==> src/rtl/bcd_pkg.sv <==
// bcd_pkg: constants and state type shared by the BCD counters and converters.
`default_nettype none

package bcd_pkg;

    localparam int        BCD_DIGIT_W = 4;
    localparam logic [3:0] BCD_MAX    = 4'd9;
    localparam logic [3:0] ADJ_THRESH = 4'd8;
    localparam logic [3:0] ADJ_SUB    = 4'd3;

    typedef enum logic [1:0] {
        IDLE  = 2'd0,
        SHIFT = 2'd1,
        DONE  = 2'd2
    } bcd2bin_state_t;

endpackage

`default_nettype wire

==> src/rtl/bcd_digit_adj.sv <==
// bcd_digit_adj: reverse double-dabble digit correction (subtract 3 when d >= 8).
`default_nettype none

module bcd_digit_adj
    import bcd_pkg::*;
(
    input  logic [BCD_DIGIT_W-1:0] i_digit,
    output logic [BCD_DIGIT_W-1:0] o_digit
);

    // Only applied to d >= 8, so the 4-bit subtraction cannot wrap.
    assign o_digit = (i_digit >= ADJ_THRESH) ? (i_digit - ADJ_SUB) : i_digit;

endmodule

`default_nettype wire

==> src/rtl/bcd_to_bin.sv <==
// bcd_to_bin: sequential packed-BCD to binary converter, one shift per cycle.
// Optional digit-range check enabled by macro BCD2BIN_ERR_CHECK_EN.
`default_nettype none

module bcd_to_bin
    import bcd_pkg::*;
#(
    parameter int DIGITS = 4,
    parameter int BIN_W  = 14
) (
    input  logic                          clk,
    input  logic                          rst,
    input  logic                          in_valid,
    output logic                          in_ready,
    input  logic [BCD_DIGIT_W*DIGITS-1:0] bcd_in,
    output logic                          out_valid,
    input  logic                          out_ready,
    output logic [BIN_W-1:0]              bin_out,
    output logic                          err
);

    localparam int c_BCD_W  = BCD_DIGIT_W * DIGITS;
    localparam int c_WORK_W = c_BCD_W + BIN_W;
    localparam int c_CNT_W  = $clog2(BIN_W + 1);
    localparam logic [c_CNT_W-1:0] c_LAST = c_CNT_W'(BIN_W - 1);

    bcd2bin_state_t        r_state;
    logic [c_WORK_W-1:0]   r_work;
    logic [c_CNT_W-1:0]    r_cnt;
    logic [BIN_W-1:0]      r_bin;
    logic                  r_err;
    logic                  r_err_pend;
    logic                  r_out_valid;
    logic                  r_in_ready;

    logic [c_WORK_W-1:0]   w_shift;
    logic [c_WORK_W-1:0]   w_next;
    logic                  w_in_err;

    assign w_shift              = r_work >> 1;
    assign w_next[BIN_W-1:0]    = w_shift[BIN_W-1:0];

    generate
        for (genvar i = 0; i < DIGITS; i++) begin : g_digit
            bcd_digit_adj u_adj (
                .i_digit (w_shift[BIN_W + i*BCD_DIGIT_W +: BCD_DIGIT_W]),
                .o_digit (w_next [BIN_W + i*BCD_DIGIT_W +: BCD_DIGIT_W])
            );
        end
    endgenerate

`ifdef BCD2BIN_ERR_CHECK_EN
    logic [DIGITS-1:0] w_bad;

    generate
        for (genvar j = 0; j < DIGITS; j++) begin : g_chk
            assign w_bad[j] = (bcd_in[j*BCD_DIGIT_W +: BCD_DIGIT_W] > BCD_MAX);
        end
    endgenerate

    assign w_in_err = |w_bad;
`else
    assign w_in_err = 1'b0;
`endif

    always_ff @(posedge clk) begin
        if (rst) begin
            r_state     <= IDLE;
            r_work      <= '0;
            r_cnt       <= '0;
            r_bin       <= '0;
            r_err       <= 1'b0;
            r_err_pend  <= 1'b0;
            r_out_valid <= 1'b0;
            r_in_ready  <= 1'b1;
        end else begin
            case (r_state)
                IDLE: begin
                    if (in_valid) begin
                        r_work     <= {bcd_in, {BIN_W{1'b0}}};
                        r_cnt      <= '0;
                        r_err_pend <= w_in_err;
                        r_err      <= 1'b0;
                        r_in_ready <= 1'b0;
                        r_state    <= SHIFT;
                    end
                end
                SHIFT: begin
                    r_work <= w_next;
                    r_cnt  <= r_cnt + 1'b1;
                    // Final shift: result is captured from the post-shift binary field.
                    if (r_cnt == c_LAST) begin
                        r_state     <= DONE;
                        r_out_valid <= 1'b1;
                        r_err       <= r_err_pend;
                        r_bin       <= r_err_pend ? '0 : w_next[BIN_W-1:0];
                    end
                end
                DONE: begin
                    if (out_ready) begin
                        r_state     <= IDLE;
                        r_out_valid <= 1'b0;
                        r_in_ready  <= 1'b1;
                    end
                end
                default: r_state <= IDLE;
            endcase
        end
    end

    assign in_ready  = r_in_ready;
    assign out_valid = r_out_valid;
    assign bin_out   = r_bin;
    assign err       = r_err;

endmodule

`default_nettype wire
==> config.mk <==
export PLATFORM = sky130hd
export DESIGN_NAME = bcd_to_bin
export DESIGN_NICKNAME = d
export VERILOG_FILES = /design/src/rtl/bcd_pkg.sv /design/src/rtl/bcd_digit_adj.sv /design/src/rtl/bcd_to_bin.sv
export SDC_FILE = /design/constraint.sdc
export NUM_CORES = 1
export LEC_CHECK = 0
export BUFFER_PORTS_ARGS = -buffer_cell sky130_fd_sc_hd__buf_4
export CAP_MARGIN = 30
export CORE_MARGIN = 2
export CORE_UTILIZATION = 45
export CTS_BUF_LIST = sky130_fd_sc_hd__clkbuf_16
export CTS_CLUSTER_SIZE = 10
export DETAILED_ROUTE_END_ITERATION = 8
export HOLD_SLACK_MARGIN = 0.12
export PLACE_DENSITY = 0.66
export REMOVE_ABC_BUFFERS = 1
export SETUP_SLACK_MARGIN = 0.05
export SKIP_LAST_GASP = 1
export SLEW_MARGIN = 20
export SYNTH_ARGS = -nofsm -noshare
export SYNTH_HDL_FRONTEND = slang
export SYNTH_SLANG_ARGS = --single-unit
==> constraint.sdc <==
create_clock -name clk -period 2.7 [get_ports clk]
set_clock_uncertainty 0.2 [all_clocks]
set_input_delay 0.27 -clock clk [delete_from_list [all_inputs] [get_ports clk]]
set_output_delay 0.27 -clock clk [all_outputs]
set_load 0.05 [all_outputs]
==> impl_metrics.yaml, run 1 <==
yosys:
  syn_area_mm2: 0.00226
  yosys-top-cells-area: "dfxtp_1, nor2_1, a22oi_1"
  synth_top_area_share_pct: 45.3
  syn_inst: 256
  yosysTopAreaCell: "dfxtp_1"
  yosys_warnings: 0
  synth.avg_cell_area_um2: 8.81
  ys_ff_latch: 51
  yosysSeqAreaShare_pct: 45.3
  synth_cell_type_count: 36
die:
  placementRows: 25
  chipHeight_um: 74.8
  dieArea_mm2: 0.00560
  initial_core_util_pct: 47.1
  io_pins: 37
  fp.dieW_um: 74.8
  core_area_mm2: 0.00479
sta:
  report.final.slew_viol_count: 0
  tightestPinTransition_ns: 0.838
  hold_viol_final: 0
  setup_slack_ns: 0.696
  slew_headroom_pct: 43.9
  max_freq_ghz: 0.499
  fin_setup_tns_ns: 0
  rsz0062_at_grt: "false"
  post-route-min-period_ns: 2.00
  setup_viol: 0
  period_share_pct: 74.2
  fin_hold_ws_ns: 0.194
clocking:
  cts.clk_slew.worst_paths_ns: 0.06
  post-cts-setup-buffer-count: 0
  cts_tree: "done"
  ctsLongestPathBuffers: 2
  clk_latency_ns: 0.28
  ctsHoldBuffers: 7
  cts_buffers: 5
  numClockSinks: 51
  cts.repair.resized: 0
  cts.htree.levels: 2
  cts-root-buf: "clkbuf_16"
layout:
  diodes: 0
  fillers: 439
  drive_above_1_share_pct: 18.1
  final-seq-area_mm2: 0.00102
  multi_input_area_mm2: 0.00110
  area_growth_pct: 22.4
  fin_nets: 320
route:
  viasPerCell: 5.23
  wl_per_cell_um: 13.1
  route.detailed.drc: 0
  antenna_left: 0
  wl_um: 4720
  drtPass1Iterations: 4
  dr.first_iter.drc_count: 110
  vias: 1883
power:
  p_per_area_mw_per_mm2: 577
  p_sw_w: 0.000394
  p_comb_share_pct: 11.2
  power.internal_w: 0.00120
  power.share.sequential_pct: 50.6
  ir_worst_vdd_uv: 396
  finalPower_w: 0.00159
  switching_share_pct: 24.7
  pwr-share-clk_pct: 38.3
  cellLeakagePower_nw: 1.13
outcome:
  outcome: "completed"
global_route:
  antenna_found_initial: 0
  gr-total-overflow: 0
  grt_pass1_wl_um: 8060
  track_usage_pct: 18.9
  grt_max_degree: 41
  grt_pass1_vias: 1715
run:
  cap_violations: 0
critical_path:
  critPathCapture: "bin_out[12]"
  crit_arrival_ns: 2.03
  cp-end-kind: "register"
  regToRegStartpoint: "r_cnt[1]"
  regToRegEndpoint: "bin_out[12]"
  worstPathMaxFanout: 13
  crit_type: "register to register"
  start_kind: "register"
  cp.required_ns: 2.73
  reg2regPathDepth: 6
  reg2reg_slack_ns: 0.70
  crit_start: "r_cnt[1]"
place:
  io_buffers: 35
  place_ws_ns: 0.690
  globalplace.congestion: 0.755
  hpwl_um: 3090
min_path:
  hp-class: "input port to register"
==> registers in the layout, summed over array words and instances (netlist names) <==
signal and count:
r_cnt 4, in_ready 1, out_valid 1, r_state 2, bin_out 14, r_work 29
==> cell usage after synthesis <==
cell       count
o22ai_1        2
inv_1         10
a22o_1        13
ha_1           8
buf_2         12
a2bb2oi_1      2
nor3_1         9
a221oi_1       4
buf_1          1
dfxtp_1       51
nand2b_1       9
nand4_2        1
xnor2_1        3
buf_4          2
a31oi_1        4
clkbuf_1       3
nor3_2         1
a22oi_1       18
o211ai_1       6
mux2_2         1
nand3b_1       4
nor2_2         1
nor2b_1        3
conb_1         1
o221a_2        1
or2_1          1
nand3_1        5
nand2_1        8
xor2_1         3
nor2_1        43
o21bai_1       1
and2_1         1
a211oi_1       1
a21oi_1       21
o21ai_0        1
buf_6          1
==> through the flow <==
step / utilization [%] / instances / instance area (um2)
4_1_cts: 57.7 / 360 / 2760
5_1_grt: 57.7 / 360 / 2760
6_report: 57.7 / 360 / 2760
2_1_floorplan: - / 237 / 2150
3_5_place_dp: 53.2 / 345 / 2550
3_3_place_gp: 53.2 / 345 / 2550
==> layer usage <==
layer	global-route usage, %	routed length (um)
met1	24.8	2250
met2	31.0	2200
met3	3.88	203
met4	7.14	70
met5	0	0
==> cells in the final DEF (no fill, tap or decap), types with 2 or more instances in the layout <==
cell type      instances
nand3_1                5
nand3b_1               4
a21oi_1               21
nand2_1                8
inv_1                 10
o22ai_1                2
nor2b_1                3
dlygate4sd3_1          7
dfxtp_1               51
xor2_1                 3
a31oi_1                4
buf_4                 41
ha_1                   8
a221oi_1               4
xnor2_1                3
nor3_1                 9
nor2_1                43
a22oi_1               18
nand2b_1               9
a22o_1                13
o211ai_1               6
clkbuf_16              5
a2bb2oi_1              2
==> how the worst min path moves through the flow <==
stage	startpoint	end	slack (ns)	cells after the start
finish	bcd_in[15]	r_work[29]	0.19	5
global route	rst	r_work[18]	0.21	2
detailed placement	r_work[1]	bin_out[0]	0.26	2
global placement	bin_out[6]	bin_out[6]	0.27	1
floorplan	rst	bin_out[0]	0.14	1
CTS	bcd_in[15]	r_work[29]	0.20	5
==> cell families after synthesis <==
family / after synthesis / synth area share, %
muxes: 1 / 0.499
DFF: 51 / 45.3
xor gates and xnor gates: 6 / 2.33
adders and majority gates: 8 / 4.44
AOI/OAI and AO/OA: 74 / 23.1
other: 1 / 0.166
buffers and inverters: 29 / 6.16
and+or+nand+nor: 86 / 18.1
==> power by group through the flow <==
stage	Sequential [W]	Combinational, W	Clock, W
after floorplan	0.000823	0.0000997	0
after global placement	0.000823	0.000171	0
after detailed placement	0.000823	0.000170	0
after CTS	0.000806	0.000180	0.000627
after global routing	0.000810	0.000202	0.000662
final	0.000806	0.000178	0.000610
==> worst max-delay path: stages, from the launching register on <==
cell	delay [ns]
dfxtp_1	0.38
inv_1	0.06
ha_1	0.18
nand4_2	0.14
nor2_2	0.08
nor2_1	0.66
a22o_1	0.26
==> layout make-up <==
type	instances	share of cell area [%]
inverters	10	1.36
flip-flops and latches	51	37.0
clock buffers	5	4.53
well taps	67	3.04
repair buffers	48	13.7
clock inverters	3	0.725
multi-input cells	176	39.7
Power figures use the tool's default switching activity.
==> inputs of run 2 (changes only) <==
Settings changed: PLACE_DENSITY 0.66 to 0.69.
Clock period 2.7 ns to 1.7 ns, I/O delays scaled along.
==> run 2 against run 1 <==
Utilization up 3.9 points. First-iteration DRC count is 12% higher. Critical path depth decreased by 1. Routed wire length is 7.1% higher. Flip-flop and latch count unchanged. Cell count is 4.2% higher. Non-clock buffer count rose by 15. Sequential power rose by 59%. Register-to-register slack got worse by 0.53 ns. Hold slack worse by 0.072 ns. Via count increased by 7.8%. Total power up 72%. Critical endpoint is now r_work[8]. Largest power group unchanged.
==> impl_metrics.yaml, run 2 (synthesized netlist as in run 1, its figures left out) <==
place:
  place_ws_ns: -0.156
  hpwl_um: 3370
  io_buffers: 35
  globalplace.congestion: 0.774
  placed_cell_area_mm2: 0.00263
die:
  core_area_mm2: 0.00479
  placementRows: 25
  io_pins: 37
  chipHeight_um: 74.8
  fp.dieW_um: 74.8
  dieArea_mm2: 0.00560
  initial_core_util_pct: 47.1
clocking:
  cts.htree.levels: 2
  cts_buffers: 5
  cts.clk_slew.worst_paths_ns: 0.07
  clk_latency_ns: 0.29
  cts-root-buf: "clkbuf_16"
  cts_tree: "done"
  ctsLongestPathBuffers: 2
  numClockSinks: 51
route:
  drtPass1Iterations: 4
  met1_length_um: 2270
  routed.top_layer: "met4"
  viasPerCell: 5.41
  antenna_left: 0
  wl_um: 5060
  route.detailed.drc: 0
  vias: 2029
  wl_met2_um: 2430
  wl_per_cell_um: 13.5
  wl_met3_um: 287
  dr.first_iter.drc_count: 123
global_route:
  antenna_found_initial: 0
  gr-total-overflow: 0
  grt_pass1_wl_um: 8340
  track_usage_pct: 19.5
  grt_pass1_vias: 1770
  grt_max_degree: 23
layout:
  fin_area_mm2: 0.00295
  final_cell_mix: "dfxtp_1, buf_4, nor2_1, a21oi_1, a22oi_1"
  final-seq-area_mm2: 0.00103
  largest_register: "r_work"
  multi_input_area_mm2: 0.00111
  area_growth_pct: 30.6
  finish.utilization_pct: 61.6
  fillers: 429
  drive_above_1_share_pct: 22.4
  diodes: 0
  fin_nets: 335
  largest_reg_flops: 29
sta:
  post-route-min-period_ns: 1.54
  setup_viol: 0
  report.final.slew_viol_count: 0
  max_freq_ghz: 0.651
  period_share_pct: 90.4
  hold_viol_final: 0
  rsz0062_at_grt: "false"
  setup_slack_ns: 0.163
  fin_setup_tns_ns: 0
critical_path:
  regToRegStartpoint: "r_state[0]"
  crit_start: "r_state[0]"
  worstPathMaxFanout: 16
  crit_type: "register to register"
  crit_arrival_ns: 1.51
  cp-end-kind: "register"
  cp.required_ns: 1.67
  start_kind: "register"
power:
  ir_worst_vdd_uv: 524
  p_sw_w: 0.000659
  power.internal_w: 0.00209
  cellLeakagePower_nw: 1.22
  power.share.sequential_pct: 46.5
  p_comb_share_pct: 11.7
  pwr-share-clk_pct: 41.8
  p_per_area_mw_per_mm2: 932
  switching_share_pct: 24.0
outcome:
  outcome: "completed"
min_path:
  hp-class: "input port to register"
  min-delay-start: "rst"
run:
  cap_violations: 0
## run 2: timing repair
| action | CTS | global route |
|---|---|---|
| hold buffers | 12 | 0 |
| hold endpoints to repair | 14 | 0 |
| gates cloned | 0 | 0 |
| setup buffers | 0 | 0 |
| resized for setup | 2 | 6 |
| endpoints found under the setup margin | 21 | 23 |
## run 2: metal layers
layer	vias to the layer above	global-route usage, %
met5	-	0
met3	9	4.55
li1	1002	-
met1	947	24.7
met2	71	32.8
met4	0	6.75
## run 2: worst max-delay path, cell delays in order (launching register included)
cell	delay [ns]
dfxtp_4	0.41
nor2_1	0.08
or2_1	0.30
buf_12	0.19
a22oi_1	0.18
nor2_1	0.06
## run 2: final timing paths
check / endpoint / slack [ns] / cells past startpoint
worst max-delay path: r_work[8] / 0.16 / 5
worst min-delay path: bin_out[3] / 0.12 / 3
worst max register to register: r_work[8] / 0.16 / 5
worst min register to register: bin_out[0] / 0.27 / 2
## run 2: layout make-up
cell class | instances | share of cell area, %
Clock buffer | 5 | 4.25
Multi-Input combinational cell | 176 | 37.6
Timing Repair Buffer | 63 | 17.6
Clock inverter | 3 | 1.57
Tap cell | 67 | 2.85
Sequential cell | 51 | 34.8
Inverter | 10 | 1.27
## run 2: power by group through the flow
| stage | clock (W) | combinational (W) | sequential [W] |
|---|---|---|---|
| after global routing | 0.00123 | 0.000360 | 0.00128 |
| final | 0.00115 | 0.000322 | 0.00128 |
| after floorplan | 0 | 0.000158 | 0.00131 |
| after detailed placement | 0 | 0.000294 | 0.00130 |
| after global placement | 0 | 0.000292 | 0.00130 |
| after CTS | 0.00117 | 0.000318 | 0.00128 |
## run 2: per-stage QoR
| step | total power (W) | hold slack, ns | std cells |
|---|---|---|---|
| final | 0.00275 | 0.122 | 375 |
| after global placement | 0.00159 | 0.245 | 355 |
| after floorplan | 0.00147 | 0.0391 | 237 |
| after global routing | 0.00287 | 0.129 | 375 |
| after CTS | 0.00276 | 0.126 | 375 |
| after detailed placement | 0.00160 | 0.252 | 355 |
